**config.mk**
```make
export PLATFORM = sky130hd
export DESIGN_NAME = mem_port_arbiter_flat
export DESIGN_NICKNAME = d
export VERILOG_FILES = /design/src/rtl/mem_port_arbiter_pkg.sv /design/src/rtl/mem_port_arbiter_if.sv /design/src/rtl/mem_port_arbiter_tag_fifo.sv /design/src/rtl/mem_port_arbiter.sv /design/src/flat_wrapper.sv
export SDC_FILE = /design/constraint.sdc
export NUM_CORES = 1
export LEC_CHECK = 0
export BUFFER_PORTS_ARGS = -buffer_cell sky130_fd_sc_hd__buf_2
export CORE_AREA = 8 8 152 154
export DETAILED_ROUTE_END_ITERATION = 10
export DIE_AREA = 0 0 160 162
export HOLD_SLACK_MARGIN = 0.15
export PLACE_DENSITY = 0.49
export SYNTH_ARGS = -nofsm -noshare
export SYNTH_HDL_FRONTEND = slang
export SYNTH_SLANG_ARGS = --single-unit
```
**constraint.sdc**
```tcl
create_clock -name clk -period 6.15 [get_ports clk]
set_input_delay 0.3075 -clock clk [delete_from_list [all_inputs] [get_ports clk]]
set_output_delay 0.3075 -clock clk [all_outputs]
set_load 0.01 [all_outputs]
```
**src/rtl/mem_port_arbiter_pkg.sv**
```systemverilog
`default_nettype none
// +----------------------------------------------------------------------------+
// | Package  : mem_arb_pkg                                                     |
// | Brief    : Shared types and constants for the unified memory-port arbiter. |
// | Revision : 1.0  initial release                                            |
// +----------------------------------------------------------------------------+
package mem_arb_pkg;

    // Field layout mirrors the core's memory_io request/response bundles
    typedef struct packed {
        logic        valid;
        logic [31:0] addr;
        logic [31:0] data;
        logic        do_read;
        logic [3:0]  do_write;
    } memory_io_req;

    typedef struct packed {
        logic        valid;
        logic [31:0] addr;
        logic [31:0] data;
    } memory_io_rsp;

    typedef enum logic {
        SRC_INST = 1'b0,
        SRC_DATA = 1'b1
    } arb_src_t;

    localparam memory_io_req MEM_REQ_IDLE = '0;
    localparam memory_io_rsp MEM_RSP_IDLE = '0;

endpackage
`default_nettype wire

```
**src/rtl/mem_port_arbiter_if.sv**
```systemverilog
`default_nettype none
// +----------------------------------------------------------------------------+
// | Interface : mem_port_arbiter_if                                            |
// | Brief     : Core-side request/response channels and the memory-side port.  |
// | Revision  : 1.0  initial release                                           |
// +----------------------------------------------------------------------------+
interface mem_port_arbiter_if;
    import mem_arb_pkg::*;

    memory_io_req inst_req;
    logic         inst_req_ready;
    memory_io_rsp inst_rsp;
    memory_io_req data_req;
    logic         data_req_ready;
    memory_io_rsp data_rsp;
    memory_io_req mem_req;
    memory_io_rsp mem_rsp;

    // Environment side: requesters plus the memory model
    modport master (
        output inst_req, data_req, mem_rsp,
        input  inst_req_ready, data_req_ready, inst_rsp, data_rsp, mem_req
    );

    // Arbiter side
    modport slave (
        input  inst_req, data_req, mem_rsp,
        output inst_req_ready, data_req_ready, inst_rsp, data_rsp, mem_req
    );
endinterface
`default_nettype wire

```
**src/rtl/mem_port_arbiter_tag_fifo.sv**
```systemverilog
`default_nettype none
// +----------------------------------------------------------------------------+
// | Module   : arb_tag_fifo                                                    |
// | Brief    : In-order FIFO of request sources for outstanding memory ops.    |
// | Revision : 1.0  initial release                                            |
// +----------------------------------------------------------------------------+
module arb_tag_fifo
    import mem_arb_pkg::*;
#(
    parameter int DEPTH = 4
) (
    input  wire logic     clk,
    input  wire logic     reset,
    input  wire logic     push,
    input  wire logic     pop,
    input  wire arb_src_t src_in,
    output arb_src_t      src_out,
    output logic          full,
    output logic          empty
);
    localparam int PTR_W = $clog2(DEPTH);

    arb_src_t         mem_q [DEPTH];
    arb_src_t         mem_d [DEPTH];
    logic [PTR_W-1:0] wr_ptr_q, wr_ptr_d;
    logic [PTR_W-1:0] rd_ptr_q, rd_ptr_d;
    logic [PTR_W:0]   count_q,  count_d;
    logic             push_en;
    logic             pop_en;

    assign full    = (count_q == (PTR_W+1)'(DEPTH));
    assign empty   = (count_q == '0);
    assign src_out = mem_q[rd_ptr_q];
    assign push_en = push && !full;
    assign pop_en  = pop && !empty;

    // Power-of-two depth lets the pointers wrap naturally
    always_comb begin
        mem_d    = mem_q;
        wr_ptr_d = wr_ptr_q;
        rd_ptr_d = rd_ptr_q;
        count_d  = count_q;
        if (push_en) begin
            mem_d[wr_ptr_q] = src_in;
            wr_ptr_d        = wr_ptr_q + PTR_W'(1);
        end
        if (pop_en) begin
            rd_ptr_d = rd_ptr_q + PTR_W'(1);
        end
        case ({push_en, pop_en})
            2'b10:   count_d = count_q + (PTR_W+1)'(1);
            2'b01:   count_d = count_q - (PTR_W+1)'(1);
            default: count_d = count_q;
        endcase
    end

    always_ff @(posedge clk) begin
        mem_q <= mem_d;
        if (reset) begin
            wr_ptr_q <= '0;
            rd_ptr_q <= '0;
            count_q  <= '0;
        end else begin
            wr_ptr_q <= wr_ptr_d;
            rd_ptr_q <= rd_ptr_d;
            count_q  <= count_d;
        end
    end

endmodule
`default_nettype wire

```
**src/rtl/mem_port_arbiter.sv**
```systemverilog
`default_nettype none
// +----------------------------------------------------------------------------+
// | Module   : mem_port_arbiter                                                |
// | Brief    : Shares one memory port between fetch and load/store channels;   |
// |            data-priority with anti-starvation, in-order response routing.  |
// |            Optional perf counters under MEM_ARB_PERF_CNT_EN.               |
// | Revision : 1.0  initial release                                            |
// +----------------------------------------------------------------------------+
module mem_port_arbiter
    import mem_arb_pkg::*;
#(
    parameter int OUTSTANDING_DEPTH = 4,
    parameter int MAX_DATA_STREAK   = 3
) (
    input  wire logic           clk,
    input  wire logic           reset,
    mem_port_arbiter_if.slave   bus,
`ifdef MEM_ARB_PERF_CNT_EN
    output logic [31:0]         cnt_inst_grant,
    output logic [31:0]         cnt_data_grant,
    output logic [31:0]         cnt_conflict,
`endif
    output logic                err_orphan_rsp
);
    localparam int STREAK_W = $clog2(MAX_DATA_STREAK + 1);
    localparam logic [STREAK_W-1:0] STREAK_MAX = STREAK_W'(MAX_DATA_STREAK);

    logic                grant_inst;
    logic                grant_data;
    logic                fifo_full;
    logic                fifo_empty;
    logic                rsp_hit;
    arb_src_t            head_src;
    arb_src_t            push_src;
    logic [STREAK_W-1:0] streak_q, streak_d;
    logic                err_q,    err_d;

    arb_tag_fifo #(
        .DEPTH   (OUTSTANDING_DEPTH)
    ) u_tag_fifo (
        .clk     (clk),
        .reset   (reset),
        .push    (grant_inst || grant_data),
        .pop     (rsp_hit),
        .src_in  (push_src),
        .src_out (head_src),
        .full    (fifo_full),
        .empty   (fifo_empty)
    );

    // Fullness is judged on the registered count, so a same-cycle pop never frees a slot
    always_comb begin
        grant_inst = 1'b0;
        grant_data = 1'b0;
        if (!reset && !fifo_full) begin
            if (bus.inst_req.valid && bus.data_req.valid) begin
                if (streak_q == STREAK_MAX) grant_inst = 1'b1;
                else                        grant_data = 1'b1;
            end else if (bus.inst_req.valid) begin
                grant_inst = 1'b1;
            end else if (bus.data_req.valid) begin
                grant_data = 1'b1;
            end
        end
    end

    always_comb begin
        bus.mem_req        = MEM_REQ_IDLE;
        bus.inst_req_ready = grant_inst;
        bus.data_req_ready = grant_data;
        push_src           = grant_data ? SRC_DATA : SRC_INST;
        if (grant_inst)      bus.mem_req = bus.inst_req;
        else if (grant_data) bus.mem_req = bus.data_req;
    end

    assign rsp_hit = bus.mem_rsp.valid && !fifo_empty && !reset;

    always_comb begin
        bus.inst_rsp = MEM_RSP_IDLE;
        bus.data_rsp = MEM_RSP_IDLE;
        if (rsp_hit) begin
            if (head_src == SRC_INST) bus.inst_rsp = bus.mem_rsp;
            else                      bus.data_rsp = bus.mem_rsp;
        end
    end

    always_comb begin
        streak_d = streak_q;
        if (!bus.inst_req.valid || grant_inst) begin
            streak_d = '0;
        end else if (grant_data && (streak_q != STREAK_MAX)) begin
            streak_d = streak_q + STREAK_W'(1);
        end
        err_d = err_q | (bus.mem_rsp.valid && fifo_empty);
    end

    always_ff @(posedge clk) begin
        if (reset) begin
            streak_q <= '0;
            err_q    <= 1'b0;
        end else begin
            streak_q <= streak_d;
            err_q    <= err_d;
        end
    end

    assign err_orphan_rsp = err_q;

`ifdef MEM_ARB_PERF_CNT_EN
    logic [31:0] cnt_inst_q, cnt_inst_d;
    logic [31:0] cnt_data_q, cnt_data_d;
    logic [31:0] cnt_conf_q, cnt_conf_d;

    always_comb begin
        cnt_inst_d = cnt_inst_q + {31'd0, grant_inst};
        cnt_data_d = cnt_data_q + {31'd0, grant_data};
        cnt_conf_d = cnt_conf_q + {31'd0, bus.inst_req.valid && bus.data_req.valid};
    end

    always_ff @(posedge clk) begin
        if (reset) begin
            cnt_inst_q <= '0;
            cnt_data_q <= '0;
            cnt_conf_q <= '0;
        end else begin
            cnt_inst_q <= cnt_inst_d;
            cnt_data_q <= cnt_data_d;
            cnt_conf_q <= cnt_conf_d;
        end
    end

    assign cnt_inst_grant = cnt_inst_q;
    assign cnt_data_grant = cnt_data_q;
    assign cnt_conflict   = cnt_conf_q;
`endif

endmodule
`default_nettype wire

```
**src/flat_wrapper.sv**
```systemverilog
// flat-port wrapper written by rule: the top's interface ports become plain ports
module mem_port_arbiter_flat import mem_arb_pkg::*;
#(
    parameter int OUTSTANDING_DEPTH = 4,
    parameter int MAX_DATA_STREAK   = 3
)
  (clk, reset, err_orphan_rsp, bus_inst_req, bus_data_req, bus_mem_rsp, bus_inst_req_ready, bus_data_req_ready, bus_inst_rsp, bus_data_rsp, bus_mem_req);
  mem_port_arbiter_if bus_i ();
  input  wire logic clk;
  input  wire logic reset;
  output logic err_orphan_rsp;
  input wire logic [$bits(bus_i.inst_req)-1:0] bus_inst_req;
  input wire logic [$bits(bus_i.data_req)-1:0] bus_data_req;
  input wire logic [$bits(bus_i.mem_rsp)-1:0] bus_mem_rsp;
  output wire logic [$bits(bus_i.inst_req_ready)-1:0] bus_inst_req_ready;
  output wire logic [$bits(bus_i.data_req_ready)-1:0] bus_data_req_ready;
  output wire logic [$bits(bus_i.inst_rsp)-1:0] bus_inst_rsp;
  output wire logic [$bits(bus_i.data_rsp)-1:0] bus_data_rsp;
  output wire logic [$bits(bus_i.mem_req)-1:0] bus_mem_req;
  assign bus_i.inst_req = bus_inst_req;
  assign bus_i.data_req = bus_data_req;
  assign bus_i.mem_rsp = bus_mem_rsp;
  assign bus_inst_req_ready = bus_i.inst_req_ready;
  assign bus_data_req_ready = bus_i.data_req_ready;
  assign bus_inst_rsp = bus_i.inst_rsp;
  assign bus_data_rsp = bus_i.data_rsp;
  assign bus_mem_req = bus_i.mem_req;
  mem_port_arbiter #(.OUTSTANDING_DEPTH(OUTSTANDING_DEPTH), .MAX_DATA_STREAK(MAX_DATA_STREAK)) u_core (.clk(clk), .reset(reset), .bus(bus_i), .err_orphan_rsp(err_orphan_rsp));
endmodule
```
==> out/summary.txt <==
=====================================================================================
Run status ............................................................. finished, final reports clean
DIE AREA ...............................................................   25900 um^2
GPL Wtd Cong ...........................................................         1.09
Peak clock frequency supported by timing ...............................      358 MHz
Num CTS Buffers ........................................................            3
DIE HEIGHT .............................................................       162 um
Critical register-to-register path endpoint ............................ u_core.u_tag_fifo.count_q[2]$_SDFFE_PP0P_
Total Routed Length ....................................................      16.0 mm
Area fraction in compound gates after synthesis ........................        29.5%
Number of instances in the synthesized netlist .........................          300
Post-placement worst setup slack .......................................      3.42 ns
Vias per inst ..........................................................         3.94
Series of cell instances along the critical path ....................... ha_1 -> nor2b_1 -> nor3b_4 -> buf_4 -> a22o_1 -> buf_2
Largest family of logic cells by synthesized area ...................... simple AND/OR/NAND/NOR gates
Max-capacitance violation count ........................................            0
Post-route DRC .........................................................            0
Critical path buffer and inverter count ................................            2
Fraction of the mapped netlist area in simple logic gates ..............        41.0%
Design Area, Final .....................................................    4760 um^2
Area contributors post-synth ........................................... and2_1 (35%), a22o_1 (26%), dfxtp_1 (8.5%), edfxtp_1 (5.1%), ha_1 (3.7%)
Worst path setup slack after routing ...................................      3.36 ns
Number of enable flip-flop cells after synthesis .......................            4
Synth-to-layout area growth ............................................         101%
Synth Cell Area ........................................................    2360 um^2
Ports ..................................................................          410
Core Footprint .........................................................   20700 um^2
Area share of the largest cell type after synthesis ....................        35.2%
Share of the core filled with cells in the final layout ................        23.0%
Final worst path period need ...........................................      2.79 ns
Hold Path Class ........................................................ input pin to register
Tot GR Track Use .......................................................        10.9%
FF-to-FF setup slack ...................................................      3.45 ns
Post_cts resized .......................................................            0
Largest net degree at the start of global routing ......................           70
Total of buffers placed on input and output ports ......................          409
Initial cell density of the core .......................................        11.4%
Share of synthesized area spent on multiplexers ........................        3.12%
Remaining max-slew budget at the tightest pin ..........................        43.3%
Number of post-CTS setup repair buffers ................................            0
Post-synthesis cell type with the largest combined area ................       and2_1
Clk_lat worst skew .....................................................      0.24 ns
Clock-pin slew of the registers on the worst-case setup and hold paths .      0.05 ns
Total number of yosys warnings .........................................            0
Total cell area at the placement stage .................................    4670 um^2
Root buf cell ..........................................................    clkbuf_16
Final Cycle Share ......................................................        45.4%
Fraction of final layout cells sized beyond drive strength 1 ...........        62.0%
Sink of the worst hold path ............................................ u_core.err_orphan_rsp$_SDFF_PP0_
Post-route ant nets ....................................................            0
Width of the chip ......................................................       160 um
Detailed router's first-iteration violation count ......................          300
Final routed wire length divided by cell count .........................      16.6 um
Detailed Routing Iterations Pass 1 .....................................            5
Reg2Reg Depth ..........................................................            9
Placement row count ....................................................           53
Async SR Flop Fraction .................................................           0%
Final setup fails ......................................................            0
Distinct cell type count after synthesis ...............................           32
Data arrival time of the critical path .................................      2.48 ns
Quantity of hold-fixing buffers added after cts ........................            0
Total power divided by cell area .......................................  127 nW/um^2
Fin nets ...............................................................          902
Parity-gate share of the synthesized area counting xor and xnor cells ..        1.48%
Max-slew violations ....................................................            0
Critical Path Max Stage Delay ..........................................      0.57 ns
Required time at the worst-slack endpoint ..............................      5.84 ns
Cell types with the highest counts after synthesis ..................... and2_1 (133), a22o_1 (69), clkbuf_1 (12), clkbuf_2 (12), dfxtp_1 (10)
Adder-cell share of the synthesized area ...............................        4.55%
Number of buffers on the longest clock path ............................            2
DP HPWL ................................................................      14.1 mm
Worst Hold Margin ......................................................     0.325 ns
Critical path launch point type ........................................     register
Highest-delay cell along the critical path .............................        buf_4
Cell with the most instances after synthesis ...........................       and2_1
Clock tree skew after final layout .....................................  0.000456 ns
Sum of negative setup slack ............................................         0 ns
Setup Crit Path Kind ................................................... register to primary output
Number of global-route vias before repair ..............................         3638
H-tree levels ..........................................................            1
Register area share after synthesis ....................................        13.5%
Depth of the worst hold-timing path ....................................            3
Wire length of the first global-routing pass ...........................      22.7 mm
Clock tree from TritonCTS ..............................................        built
Kind of end point of the critical path ................................. primary output
Setup repair after global routing missed its margin ....................           no
Worst vdd ir ...........................................................     0.117 mV
Largest fanout of any net on the critical path .........................           57
Endpoints failing hold .................................................            0
Clock sink total .......................................................           14
Worst min-delay path startpoint ........................................ bus_mem_rsp[64]
Synth Area per Inst ....................................................    7.88 um^2
Synthesized netlist net count ..........................................          515
Aggregate global routing overflow ......................................            0
Prevailing post-synth register cell ....................................      dfxtp_1
Critical path's top delay family ....................................... buffers and inverters
Actual slew at the worst max-slew pin ..................................     0.843 ns
Reg2reg start .......................................................... u_core.streak_q[0]$_SDFFE_PP0P_
Number of flip-flops and latches in the synthesized netlist ............           14
Number of antenna violations at the first check in global routing ......            3
Overall via count from detail_route ....................................         3787
Leak pwr ...............................................................   0.00294 uW
=====================================================================================
[layout by cell type (no fill, tap or decap)]
cell type,count
o311ai_0,1
and2_1,133
xor2_1,3
clkbuf_16,3
nor3_1,1
mux2_1,1
o211ai_1,4
nor3b_4,3
ha_1,7
nor3_2,1
a22o_1,69
nor4b_1,2
edfxtp_1,4
inv_2,1
clkbuf_8,1
dfxtp_1,10
a21oi_1,2
o31ai_1,1
nor2_1,8
buf_4,4
or3_1,1
a2111oi_4,1
o21ai_0,2
xnor2_1,1
nand2b_1,1
mux2i_1,4
diode_2,1
buf_2,409
mux4_2,1
nor2b_1,2
nor4bb_4,1
fa_1,1
inv_1,3
[where the power goes]
part | total [uW] | internal, uW | switching [uW] | leakage, uW
Clock | 137 | 98.6 | 38.2 | 0.0000442
Sequential | 125 | 110 | 15.5 | 0.000119
Combinational | 343 | 167 | 176 | 0.00277
Total | 605 | 375 | 230 | 0.00294
[kinds of logic after synthesis]
kind of cell,Yosys count
and+or+nand+nor,153
muxes,6
adders and majority gates,8
buffers and inverters,35
AOI/OAI and AO/OA,80
xor gates and xnor gates,4
DFF,14
[area by class of cell]
cell class / instances / area [um^2]
inverter: 4 / 15.0
timing repair buffer: 413 / 2080
sequential: 14 / 320
fill: 2305 / 15900
clock buffer: 4 / 88.8
multi-input combinational: 251 / 1920
tap: 275 / 344
antenna: 1 / 2.50
[tightest hold or removal path, cell delays in order]
cell and delay, ns:
buf_2 0.10, a21oi_1 0.06, nor2_1 0.07
[layer usage]
layer | vias up | GRT usage (%) | wire length (um)
met4 | 0 | 1.19 | 110
met2 | 251 | 19.3 | 7990
met1 | 1692 | 12.6 | 6090
met3 | 15 | 4.13 | 1820
li1 | 1829 | - | -
met5 | - | 0 | 0
[through the flow]
step / cells / power (uW)
after CTS: 961 / 612
final: 962 / 605
after global routing: 961 / 650
after detailed placement: 957 / 472
after floorplan: 300 / 301
after global placement: 957 / 475
[flip-flops by register name, summed over array words and instances (netlist names)]
signal	cells
u_core.err_orphan_rsp	1
u_core.streak_q	2
u_core.u_tag_fifo.count_q	3
u_core.u_tag_fifo.mem_q	4
u_core.u_tag_fifo.rd_ptr_q	2
u_core.u_tag_fifo.wr_ptr_q	2
[how the worst max path moves through the flow]
stage          slack, ns                                         to  cells after the start                             from
2_1_floorplan       3.54  u_core.u_tag_fifo.count_q[2]$_SDFFE_PP0P_                      9  u_core.streak_q[0]$_SDFFE_PP0P_
3_3_place_gp        3.42                            bus_mem_req[54]                      6                            reset
3_5_place_dp        3.42                             bus_mem_req[3]                      6                            reset
4_1_cts             3.36                             bus_mem_req[3]                      6  u_core.streak_q[0]$_SDFFE_PP0P_
5_1_grt             3.16                            bus_mem_req[57]                      6  u_core.streak_q[0]$_SDFFE_PP0P_
6_report            3.36                             bus_mem_req[3]                      6  u_core.streak_q[0]$_SDFFE_PP0P_
Power figures use the tool's default switching activity.
